[src/rtl/operand_issue_stage.sv]
// operand_issue_stage
// Holds the 8x8-bit architectural register file, decodes 12-bit instructions,
// and issues rs/rt operands to the ALU through a registered valid/ready stage.
// A per-register pending scoreboard stalls issue on read-after-write hazards.
//
// Optional build macro: OPERAND_BYPASS_EN
//   defined   - a writeback arriving in the issue cycle resolves the hazard and
//               its data is forwarded straight into the operand register.
//   undefined - a pending source always stalls until the write has landed.
module operand_issue_stage #(
    parameter int NUM_REGS = 8,
    parameter int DATA_W   = 8
) (
    input  logic              clk_i,
    input  logic              rst_n_i,
    input  logic [11:0]       instr_i,
    input  logic              instr_valid_i,
    output logic              instr_ready_o,
    output logic [DATA_W-1:0] rs_o,
    output logic [DATA_W-1:0] rt_o,
    output logic [2:0]        opcode_o,
    output logic [2:0]        rd_o,
    output logic              wb_req_o,
    output logic              alu_valid_o,
    input  logic              alu_ready_i,
    input  logic              wb_en_i,
    input  logic [2:0]        wb_addr_i,
    input  logic [DATA_W-1:0] wb_data_i
);

    localparam logic [2:0] OP_CMP_A = 3'b101;
    localparam logic [2:0] OP_CMP_B = 3'b111;

    typedef struct packed {
        logic [2:0] opcode;
        logic [2:0] rd;
        logic [2:0] rs;
        logic [2:0] rt;
    } instr_t;

    instr_t             instr;
    logic [DATA_W-1:0]  regs [NUM_REGS];
    logic [NUM_REGS-1:0] pend;

    logic              out_free;
    logic              wb_live;
    logic              byp_rs;
    logic              byp_rt;
    logic              haz_rs;
    logic              haz_rt;
    logic              hazard;
    logic              issue;
    logic              wb_req;
    logic [DATA_W-1:0] rs_val;
    logic [DATA_W-1:0] rt_val;

    assign instr   = instr_t'(instr_i);
    assign wb_live = wb_en_i && (wb_addr_i != 3'd0);

    // Decode, hazard detection, bypass selection and handshake.
    always_comb begin
        out_free = !alu_valid_o || alu_ready_i;
`ifdef OPERAND_BYPASS_EN
        byp_rs = wb_live && (wb_addr_i == instr.rs);
        byp_rt = wb_live && (wb_addr_i == instr.rt);
`else
        byp_rs = 1'b0;
        byp_rt = 1'b0;
`endif
        haz_rs = pend[instr.rs] && (instr.rs != 3'd0) && !byp_rs;
        haz_rt = pend[instr.rt] && (instr.rt != 3'd0) && !byp_rt;
        hazard = instr_valid_i && (haz_rs || haz_rt);
        instr_ready_o = rst_n_i && out_free && !hazard;
        issue = instr_valid_i && instr_ready_o;
        wb_req = (instr.opcode != OP_CMP_A) && (instr.opcode != OP_CMP_B) &&
                 (instr.rd != 3'd0);

        if (instr.rs == 3'd0) begin
            rs_val = '0;
        end else if (byp_rs) begin
            rs_val = wb_data_i;
        end else begin
            rs_val = regs[instr.rs];
        end

        if (instr.rt == 3'd0) begin
            rt_val = '0;
        end else if (byp_rt) begin
            rt_val = wb_data_i;
        end else begin
            rt_val = regs[instr.rt];
        end
    end

    // Register file: writeback port, r0 is never written.
    always_ff @(posedge clk_i) begin
        // NOTE: the register file is reset because reads after reset must return zero.
        if (!rst_n_i) begin
            for (int i = 0; i < NUM_REGS; i++) begin
                regs[i] <= '0;
            end
        end else if (wb_live) begin
            regs[wb_addr_i] <= wb_data_i;
        end
    end

    // Pending scoreboard: writeback clears, issue with wb_req sets.
    always_ff @(posedge clk_i) begin
        if (!rst_n_i) begin
            pend <= '0;
        end else begin
            // NOTE: the set comes after the clear so a same-cycle issue to the same rd keeps pend high.
            for (int i = 0; i < NUM_REGS; i++) begin
                if (wb_live && (wb_addr_i == 3'(i))) begin
                    pend[i] <= 1'b0;
                end
                if (issue && wb_req && (instr.rd == 3'(i))) begin
                    pend[i] <= 1'b1;
                end
            end
        end
    end

    // Output register (EMPTY/FULL): load on issue, drain on alu_ready_i, else hold.
    always_ff @(posedge clk_i) begin
        if (!rst_n_i) begin
            alu_valid_o <= 1'b0;
            rs_o        <= '0;
            rt_o        <= '0;
            opcode_o    <= 3'd0;
            rd_o        <= 3'd0;
            wb_req_o    <= 1'b0;
        end else if (issue) begin
            alu_valid_o <= 1'b1;
            rs_o        <= rs_val;
            rt_o        <= rt_val;
            opcode_o    <= instr.opcode;
            rd_o        <= instr.rd;
            wb_req_o    <= wb_req;
        end else if (alu_ready_i) begin
            alu_valid_o <= 1'b0;
        end
    end

endmodule

[config.mk]
export PLATFORM = sky130hd
export DESIGN_NAME = operand_issue_stage
export DESIGN_NICKNAME = d
export VERILOG_FILES = /design/src/rtl/operand_issue_stage.sv
export SDC_FILE = /design/constraint.sdc
export NUM_CORES = 1
export LEC_CHECK = 0
export ABC_CLOCK_PERIOD_IN_PS = 1900
export BUFFER_PORTS_ARGS = -buffer_cell sky130_fd_sc_hd__buf_2
export CORE_MARGIN = 4
export CORE_UTILIZATION = 58
export DETAILED_ROUTE_END_ITERATION = 10
export GPL_TIMING_DRIVEN = 0
export PLACE_DENSITY = 0.79
export SLEW_MARGIN = 25
export SYNTH_ARGS = -nofsm -noshare
export SYNTH_HDL_FRONTEND = slang
export SYNTH_SLANG_ARGS = --single-unit
[constraint.sdc]
create_clock -name clk_i -period 1.9 [get_ports clk_i]
set_input_delay 0.19 -clock clk_i [delete_from_list [all_inputs] [get_ports clk_i]]
set_output_delay 0.19 -clock clk_i [all_outputs]
set_load 0.01 [all_outputs]
## Word-level counts from Yosys, hierarchy flattened

Memories as Yosys holds them, arrays and structs flattened.
Cells that the tools add are included.

- Memories: 1
- Output and inout port bits: 25
- Logic and storage cells: 112
- Input bits: 28
- Bits in writable memories: 64
- Register bits after elaboration: 32

- Equality and inequality tests: 16
- Mux-type cells: 31
- Reductions and logical operators: 48
- Magnitude comparators: 2

Memories:

| memory | depth | width | rd ports | clocked after memory_dff | wr ports | RTL line | RTL |
|---|---|---|---|---|---|---|---|
| regs | 8 | 8 | 2 | 0 | 8 | 42 | `logic [DATA_W-1:0] regs [NUM_REGS];` |

Operator list:

| kind | number |
|---|---|
| logical AND 1 bit | 26 |
| two-way mux 1 bit | 25 |
| == test 3 bit (second input constant) | 8 |
| two-way mux 8 bit | 3 |
| nonzero test 2 bit | 9 |
| == test 3 x 2 -> 1 bit (second input constant) | 4 |
| zero test 3 bit | 4 |
| nonzero test 3 bit | 4 |
| less-than comparator 3 x 4 -> 1 bit (second input constant) | 2 |
| OR reduction 8 bit | 1 |
| binary-select mux 1 bit (select 3 bit) | 2 |
| == test 3 x 1 -> 1 bit (second input constant) | 2 |
| inequality test 3 bit (second input constant) | 2 |
| two-way mux 3 bit | 1 |
| zero test 1 bit | 2 |
| logical OR 1 bit | 2 |

## Logic depth before layout (Yosys ltp)

Gate-level depths: netlist (run 1).

- Word-level depth: 11
- Gate-level depth with buffers: 7
- Gate-level depth less buffers: 4

## Worst setup path before layout (run 1)

OpenSTA, ideal clock, no wires.

- Path kind: input-to-reg
- Start point: in instr_i[0]
- End point: reg rt_o[0]
- Cell stages on the path: 6
- Buffers on the path: 2
- Library setup time: 120 ps
- Slack: 232 ps
- Required time: 1780 ps
- Arrival: 1548 ps
- Cells stage by stage: buf_2 -> buf_4 -> mux4_2 -> mux2_2 -> nand2_1 -> mux2i_1

- Longest elaborated chain between the ends: 8

RTL lines:

| item | RTL line | RTL |
|---|---|---|
| from (decl) | 16 | `input logic [11:0] instr_i,` |
| binary-select mux 1 bit (select 3 bit) | 71 | `haz_rt = pend[instr.rt] && (instr.rt != 3'd0) && !byp_rt;` |
| two-way mux 1 bit (not written as such) | 71 |  |
| logical AND 1 bit | 71 |  |
| logical OR 1 bit | 72 | `hazard = instr_valid_i && (haz_rs \|\| haz_rt);` |
| logical AND 1 bit | 72 |  |
| zero test 1 bit | 73 | `instr_ready_o = rst_n_i && out_free && !hazard;` |
| logical AND 1 bit | 73 |  |
| logical AND 1 bit | 74 | `issue = instr_valid_i && instr_ready_o;` |
| to (signal assigned) | 136 | `rt_o <= rt_val;` |
| to (decl) | 20 | `output logic [DATA_W-1:0] rt_o,` |

Several ways; a longest one is shown, not always the timed one. The select of a mux whose other input is x is not followed.
A chain may end at the register's enable or synchronous reset.

## Worst setup path in the final report (run 1)

- Start point: reg pend[1]
- End point: out instr_ready_o

- Longest elaborated chain between the ends: 7

RTL lines:

| item | RTL line | RTL |
|---|---|---|
| from (decl) | 43 | `logic [NUM_REGS-1:0] pend;` |
| from (signal assigned) | 110 | `pend <= '0;` |
| from (signal, indexed assignment) | 115 | `pend[i] <= 1'b0;` |
| from (signal, indexed assignment) | 118 | `pend[i] <= 1'b1;` |
| binary-select mux 1 bit (select 3 bit) (on tied branches) | 70, 71 |  |
| two-way mux 1 bit (on tied branches) | 70, 71 |  |
| logical AND 1 bit (on tied branches) | 70, 71 |  |
| logical OR 1 bit (*) | 72 |  |
| logical AND 1 bit (*) | 72 |  |
| zero test 1 bit (*) | 73 |  |
| logical AND 1 bit (*) | 73 |  |
| to (decl) | 18 | `output logic instr_ready_o,` |

Every way passes the cells marked *; elsewhere a longest branch is shown, timed or not. The select of a mux whose other input is x is not followed.

==> results.yml, run 1 <==
pwr:
  p_total_mw: 4.18
  power_density_nw_per_um2: 786
  leakagePower_nw: 2.13
  ir_worst_vdd_v: 0.000450
synth:
  synth.distinct_cells: 35
  synthTopCellsByArea: "edfxtp_1, dfxtp_1, mux4_2"
  postSynthCellCount: 355
  synth_seq_area_share_pct: 54.5
  syn_avg_cell_area_um2: 13.1
  yosys.area.top_type_share_pct: 41.2
  synthArstFlopShare_pct: 0
  synth_edf_count: 64
  yosysTopAreaCell: "edfxtp_1"
  ys_warn_count: 0
  ys.flop_type: "edfxtp_1"
  synthesis.area_um2: 4670
  synth_seq_cells: 95
global_route:
  antenna_found_initial: 0
  grt_start_max_net_pins: 16
  grt_usage_pct: 22.4
  gr-total-overflow: 0
  grt_pass1_vias: 3141
  grt_first_pass_wirelength_um: 16500
final_layout:
  regArea_um2: 2550
  antennaDiodeCount: 0
  multi_input_area_um2: 2020
  final_common_cell: "edfxtp_1"
  final_nets: 452
  area_growth_pct: 13.8
  fillers: 581
  layout.cells.non_filler: 531
  utilization_pct: 68.4
  drive_gt1_share_pct: 29.8
  layout_common_cells: "edfxtp_1, and2_1, buf_2"
detailed_routing:
  vias: 3083
  ant_nets: 0
  drt-vias-per-instance: 5.81
  first_pass_iters: 4
  drt_iter0_markers: 192
  wl_per_cell_um: 19.3
  drc_errors: 0
  routed_wirelength_um: 10200
floorplanning:
  die-height_um: 97.7
  dieArea_um2: 9550
  fp.coreArea_um2: 7770
  io_pins: 53
  initial_core_util_pct: 60.1
  die_w_um: 97.7
  rows: 32
critical_path:
  worstPathMaxFanout: 3
  crit_path_start_kind: "flip-flop"
  critPathSlowestCell: "dfxtp_2"
  path_cells: "mux2_4 -> a221oi_4 -> o21ai_4 -> a21oi_1 -> buf_2"
  endpoint_kind: "output port"
  crit_path_max_incr_delay_ns: 0.34
  worstPathRequired_ns: 1.71
  rr_startpoint: "pend[2]$_SDFFE_PN0P_"
  critical_path_arrival_ns: 1.67
  criticalPathCategory: "reg -> out"
  crit_start: "pend[1]$_SDFFE_PN0P_"
clock_network:
  clk_pin_slew_ns: 0.09
  cts_tree: "done"
  clock-sinks: 95
  clock_latency_ns: 0.36
  clk_path_buf_depth: 2
  cts-root-buf: "clkbuf_8"
  cts_made_buffers: 9
  cts_max_level: 3
sta:
  finalMaxSlewViolations: 0
  holdWs_ns: 0.0737
  timing.fmax_ghz: 0.539
  hold_viol: 0
  tns_ns: 0
  period_minus_slack_ns: 1.86
  setup_viol: 0
  period_share_pct: 97.7
  rsz0062_at_grt: "no"
  relSlewSlack_pct: 31.3
  finClkSkew_ns: 0.0111
  worst_pin_slew_ns: 1.02
place:
  dp.cells: 513
  portBuffers: 49
  globalplace.congestion: 0.863
  dp_hpwl_um: 7790
run_status:
  outcome: "finished clean"
job:
  drv_cap: 0
worst_hold_path:
  hp-start: "instr_i[11]"
  min-delay-path-class: "in -> reg"
==> cells in the mapped netlist, types with 5 or more instances <==
library cell	n
edfxtp_1	64
and2_1	56
nand2_1	37
dfxtp_1	31
mux2i_1	27
mux4_2	25
mux2_2	18
o21ai_0	14
inv_1	12
clkbuf_1	10
a221o_1	7
nor2_1	7
nand2b_1	5
==> final cells by class <==
class                      count  share of cell area, %
clock buffer                  10                   2.59
clock inverter                 6                  0.683
inverter                      12                  0.848
multi-input combinational    236                   38.1
tap                          102                   2.40
sequential                    95                   48.0
timing repair buffer          51                   4.90
buffer                        19                   2.47
==> critical path: cells and delay by family, from the launching register on <==
kind,cells,cell delay [ns]
AO/OA/AOI/OAI,3,0.56
buffers and inverters,1,0.14
flip-flops,1,0.34
multiplexers,1,0.28
==> registers in the layout, summed over array words and instances, names as in the netlist <==
signal,cells
rd_o,3
regs,64
rs_o,8
wb_req_o,1
alu_valid_o,1
rt_o,8
pend,7
opcode_o,3
==> worst paths after layout <==
path	to	slack, ns	depth (start not counted)
worst max-delay path	instr_ready_o	0.04	5
worst min-delay path	opcode_o[2]$_SDFFE_PN0P_	0.07	3
worst max register to register	rs_o[3]$_SDFFE_PN0P_	0.18	6
worst min register to register	rt_o[4]$_SDFFE_PN0P_	0.46	2
==> metrics by stage <==
| step | worst slack, ns | cell area (µm²) |
|---|---|---|
| floorplan | 0.232 | 4690 |
| global placement | -0.358 | 5070 |
| detailed placement | -0.224 | 5070 |
| CTS | 0.00195 | 5260 |
| global route | 0.00277 | 5310 |
| finish | 0.0441 | 5310 |
==> metal layers <==
layer / vias to the layer above / track usage (%) / routed length (µm) / share of wire (%)
met4: 0 / 7.77 / 176 / 1.7
met3: 16 / 3.73 / 496 / 4.8
li1: 1457 / - / - / -
met2: 91 / 37.4 / 5080 / 50
met1: 1519 / 30.0 / 4480 / 44
met5: - / 0 / 0 / 0
==> cell families (layout without fill, tap and decap cells) <==
kind of cell / after synthesis / count (layout) / share of synthesized area [%]
AOI/OAI and AO/OA: 41 / 41 / 6.33
other: 1 / 8 / 0.0803
muxes: 70 / 70 / 22.2
DFF: 95 / 95 / 54.5
buffers and inverters: 31 / 98 / 3.70
and+or+nand+nor: 117 / 117 / 13.2
==> what timing repair did <==
| item | in CTS | in global routing |
|---|---|---|
| buffers inserted | 0 | 2 |
| gates resized for setup | 4 | 11 |
| setup endpoints to repair | 1 | 1 |
| hold buffers | 0 | 0 |
| pin swaps | 0 | 3 |
==> power by group <==
| part | internal (mW) | switching [mW] | leakage (nW) |
|---|---|---|---|
| sequential | 2.34 | 0.0656 | 0.875 |
| clock | 0.505 | 0.677 | 0.0934 |
| combinational | 0.272 | 0.314 | 1.16 |
| total | 3.12 | 1.06 | 2.13 |
No activity file was read; power rests on OpenSTA's default activity.
==> inputs of run 2 (changes only) <==
- HOLD_SLACK_MARGIN: default -> 0.08
==> run 2 against run 1 <==
Net effect:
- sequential share of layout area fell by 0.27 points
- total power rose by 0.32%
- non-clock buffer count rose by 3
- largest cell class unchanged
- global-route usage barely moved
- final area rose by 0.57%
- combinational power rose by 0.7%
- via count barely moved
- setup slack improved by 0.0045 ns
- maximum frequency rose by 0.24%
==> results.yml, run 2 (synthesis results as in run 1) <==
run_status:
  outcome: "finished clean"
global_route:
  antenna_found_initial: 0
  top_usage_layer: "met2"
  grt_usage_pct: 22.5
  use_met3_pct: 3.73
  grt_first_pass_wirelength_um: 16500
  grtUsageMet2_pct: 37.4
  use_met1_pct: 30.1
  gr-total-overflow: 0
  grt_start_max_net_pins: 16
  grt_pass1_vias: 3150
clock_network:
  cts-root-buf: "clkbuf_8"
  clk_path_buf_depth: 2
  cts_max_level: 3
  clock_latency_ns: 0.37
  cts_tree: "done"
  clock-sinks: 95
  cts_made_buffers: 9
  clk_pin_slew_ns: 0.09
job:
  drv_cap: 0
final_layout:
  area_growth_pct: 14.4
  final_nets: 455
  largest_register_ffs: 64
  final_common_cell: "edfxtp_1"
  antennaDiodeCount: 0
  reg_top3: "regs (64), rs_o (8), rt_o (8)"
  multi_input_area_um2: 2020
  layout.cells.non_filler: 534
  top_register: "regs"
  fillers: 575
  layout_common_cells: "edfxtp_1, and2_1, buf_2"
  fin_area_um2: 5340
  drive_gt1_share_pct: 29.6
  regArea_um2: 2550
sta:
  finClkSkew_ns: 0.0101
  period_minus_slack_ns: 1.85
  hold_viol: 0
  relSlewSlack_pct: 34.3
  timing.fmax_ghz: 0.540
  rsz0062_at_grt: "no"
  period_share_pct: 97.4
  setup_viol: 0
  worst_pin_slew_ns: 0.979
  finalMaxSlewViolations: 0
critical_path:
  rr_startpoint: "pend[7]$_SDFFE_PN0P_"
  critical_path_arrival_ns: 1.66
  crit_path_start_kind: "flip-flop"
  criticalPathCategory: "reg -> out"
  endpoint_kind: "output port"
  reg2reg_depth: 6
  critical_path.endpoint: "instr_ready_o"
  critPathSlowestCell: "dfxtp_2"
  worstPathRequired_ns: 1.71
  crit_start: "pend[1]$_SDFFE_PN0P_"
  rr_endpoint: "rs_o[3]$_SDFFE_PN0P_"
  path_cells: "mux2_4 -> a221oi_4 -> o21ai_4 -> a21oi_1 -> buf_2"
  crit_path_max_incr_delay_ns: 0.34
  r2r_slack_ns: 0.18
  worstPathMaxFanout: 3
pwr:
  power_density_nw_per_um2: 784
  ir_worst_vdd_v: 0.000453
  leakagePower_nw: 2.14
detailed_routing:
  wl_per_cell_um: 19.1
  first_pass_iters: 5
  drt_iter0_markers: 147
  ant_nets: 0
  drt-vias-per-instance: 5.78
  vias: 3086
  routed_wirelength_um: 10200
  drc_errors: 0
floorplanning:
  io_pins: 53
  dieArea_um2: 9550
  die_w_um: 97.7
  die-height_um: 97.7
  initial_core_util_pct: 60.1
  fp.coreArea_um2: 7770
  rows: 32
place:
  dp_hpwl_um: 7790
  dp.cells: 513
  globalplace.congestion: 0.863
  dpl_cell_area_um2: 5070
  portBuffers: 49
worst_hold_path:
  min-delay-path-class: "in -> reg"
[run 2: changes by cell type in the layout (fill, tap and decap cells not counted), sizes merged]
cell | before | now
dlygate4sd3 | 0 | 3
[run 2: critical path, delay by kind of cell (launching register included)]
family	cells	cell delay, ns
compound gates	3	0.53
buf+inv	1	0.14
flops	1	0.34
mux	1	0.28
[run 2: routing by layer]
layer / share of wire [%] / wire length, µm
met5: 0 / 0
met4: 1.2 / 119
met3: 6.4 / 652
met2: 50 / 5090
met1: 42 / 4330
[run 2: final cells by class]
class                      instances  share of cell area (%)
multi-input combinational        236                    37.9
inverter                          12                   0.843
timing repair buffer              54                    5.43
tap                              102                    2.39
clock buffer                      10                    2.58
clock inverter                     6                   0.679
sequential                        95                    47.7
buffer                            19                    2.46
[run 2: report_power, final]
group          internal (mW)  switching [mW]  leakage (nW)
combinational          0.276           0.313          1.17
sequential              2.34          0.0661         0.875
clock                  0.505           0.687        0.0934
[run 2: what timing repair did]
action | 4_1_cts | 5_1_grt
setup buffers | 0 | 2
hold buffers | 3 | 0
endpoints found under the setup margin | 1 | 1
pin swaps | 0 | 3
hold endpoints to repair | 3 | 0
gates resized for setup | 4 | 11
[run 2: how the worst min path moves through the flow]
stage | start | end | slack (ns) | depth (start not counted)
global route | instr_i[10] | opcode_o[1]$_SDFFE_PN0P_ | 0.13 | 3
CTS | instr_i[10] | opcode_o[1]$_SDFFE_PN0P_ | 0.08 | 3
finish | instr_i[10] | opcode_o[1]$_SDFFE_PN0P_ | 0.08 | 3
global placement | instr_i[10] | opcode_o[1]$_SDFFE_PN0P_ | 0.43 | 3
detailed placement | rt_o[4]$_SDFFE_PN0P_ | rt_o[4]$_SDFFE_PN0P_ | 0.45 | 2
floorplan | instr_i[6] | pend[2]$_SDFFE_PN0P_ | 0.29 | 1
[run 2: stage by stage]
stage	TNS, ns	worst slack [ns]	power, mW	hold WS [ns]	utilization (%)
3_5_place_dp	-6.26	-0.224	3.02	0.452	65.3
2_1_floorplan	0	0.232	2.81	0.292	-
5_1_grt	0	0.00277	4.35	0.125	68.8
6_report	0	0.0486	4.19	0.0841	68.8
4_1_cts	0	0.00195	4.19	0.0825	68.1
3_3_place_gp	-11.97	-0.358	2.99	0.434	65.2
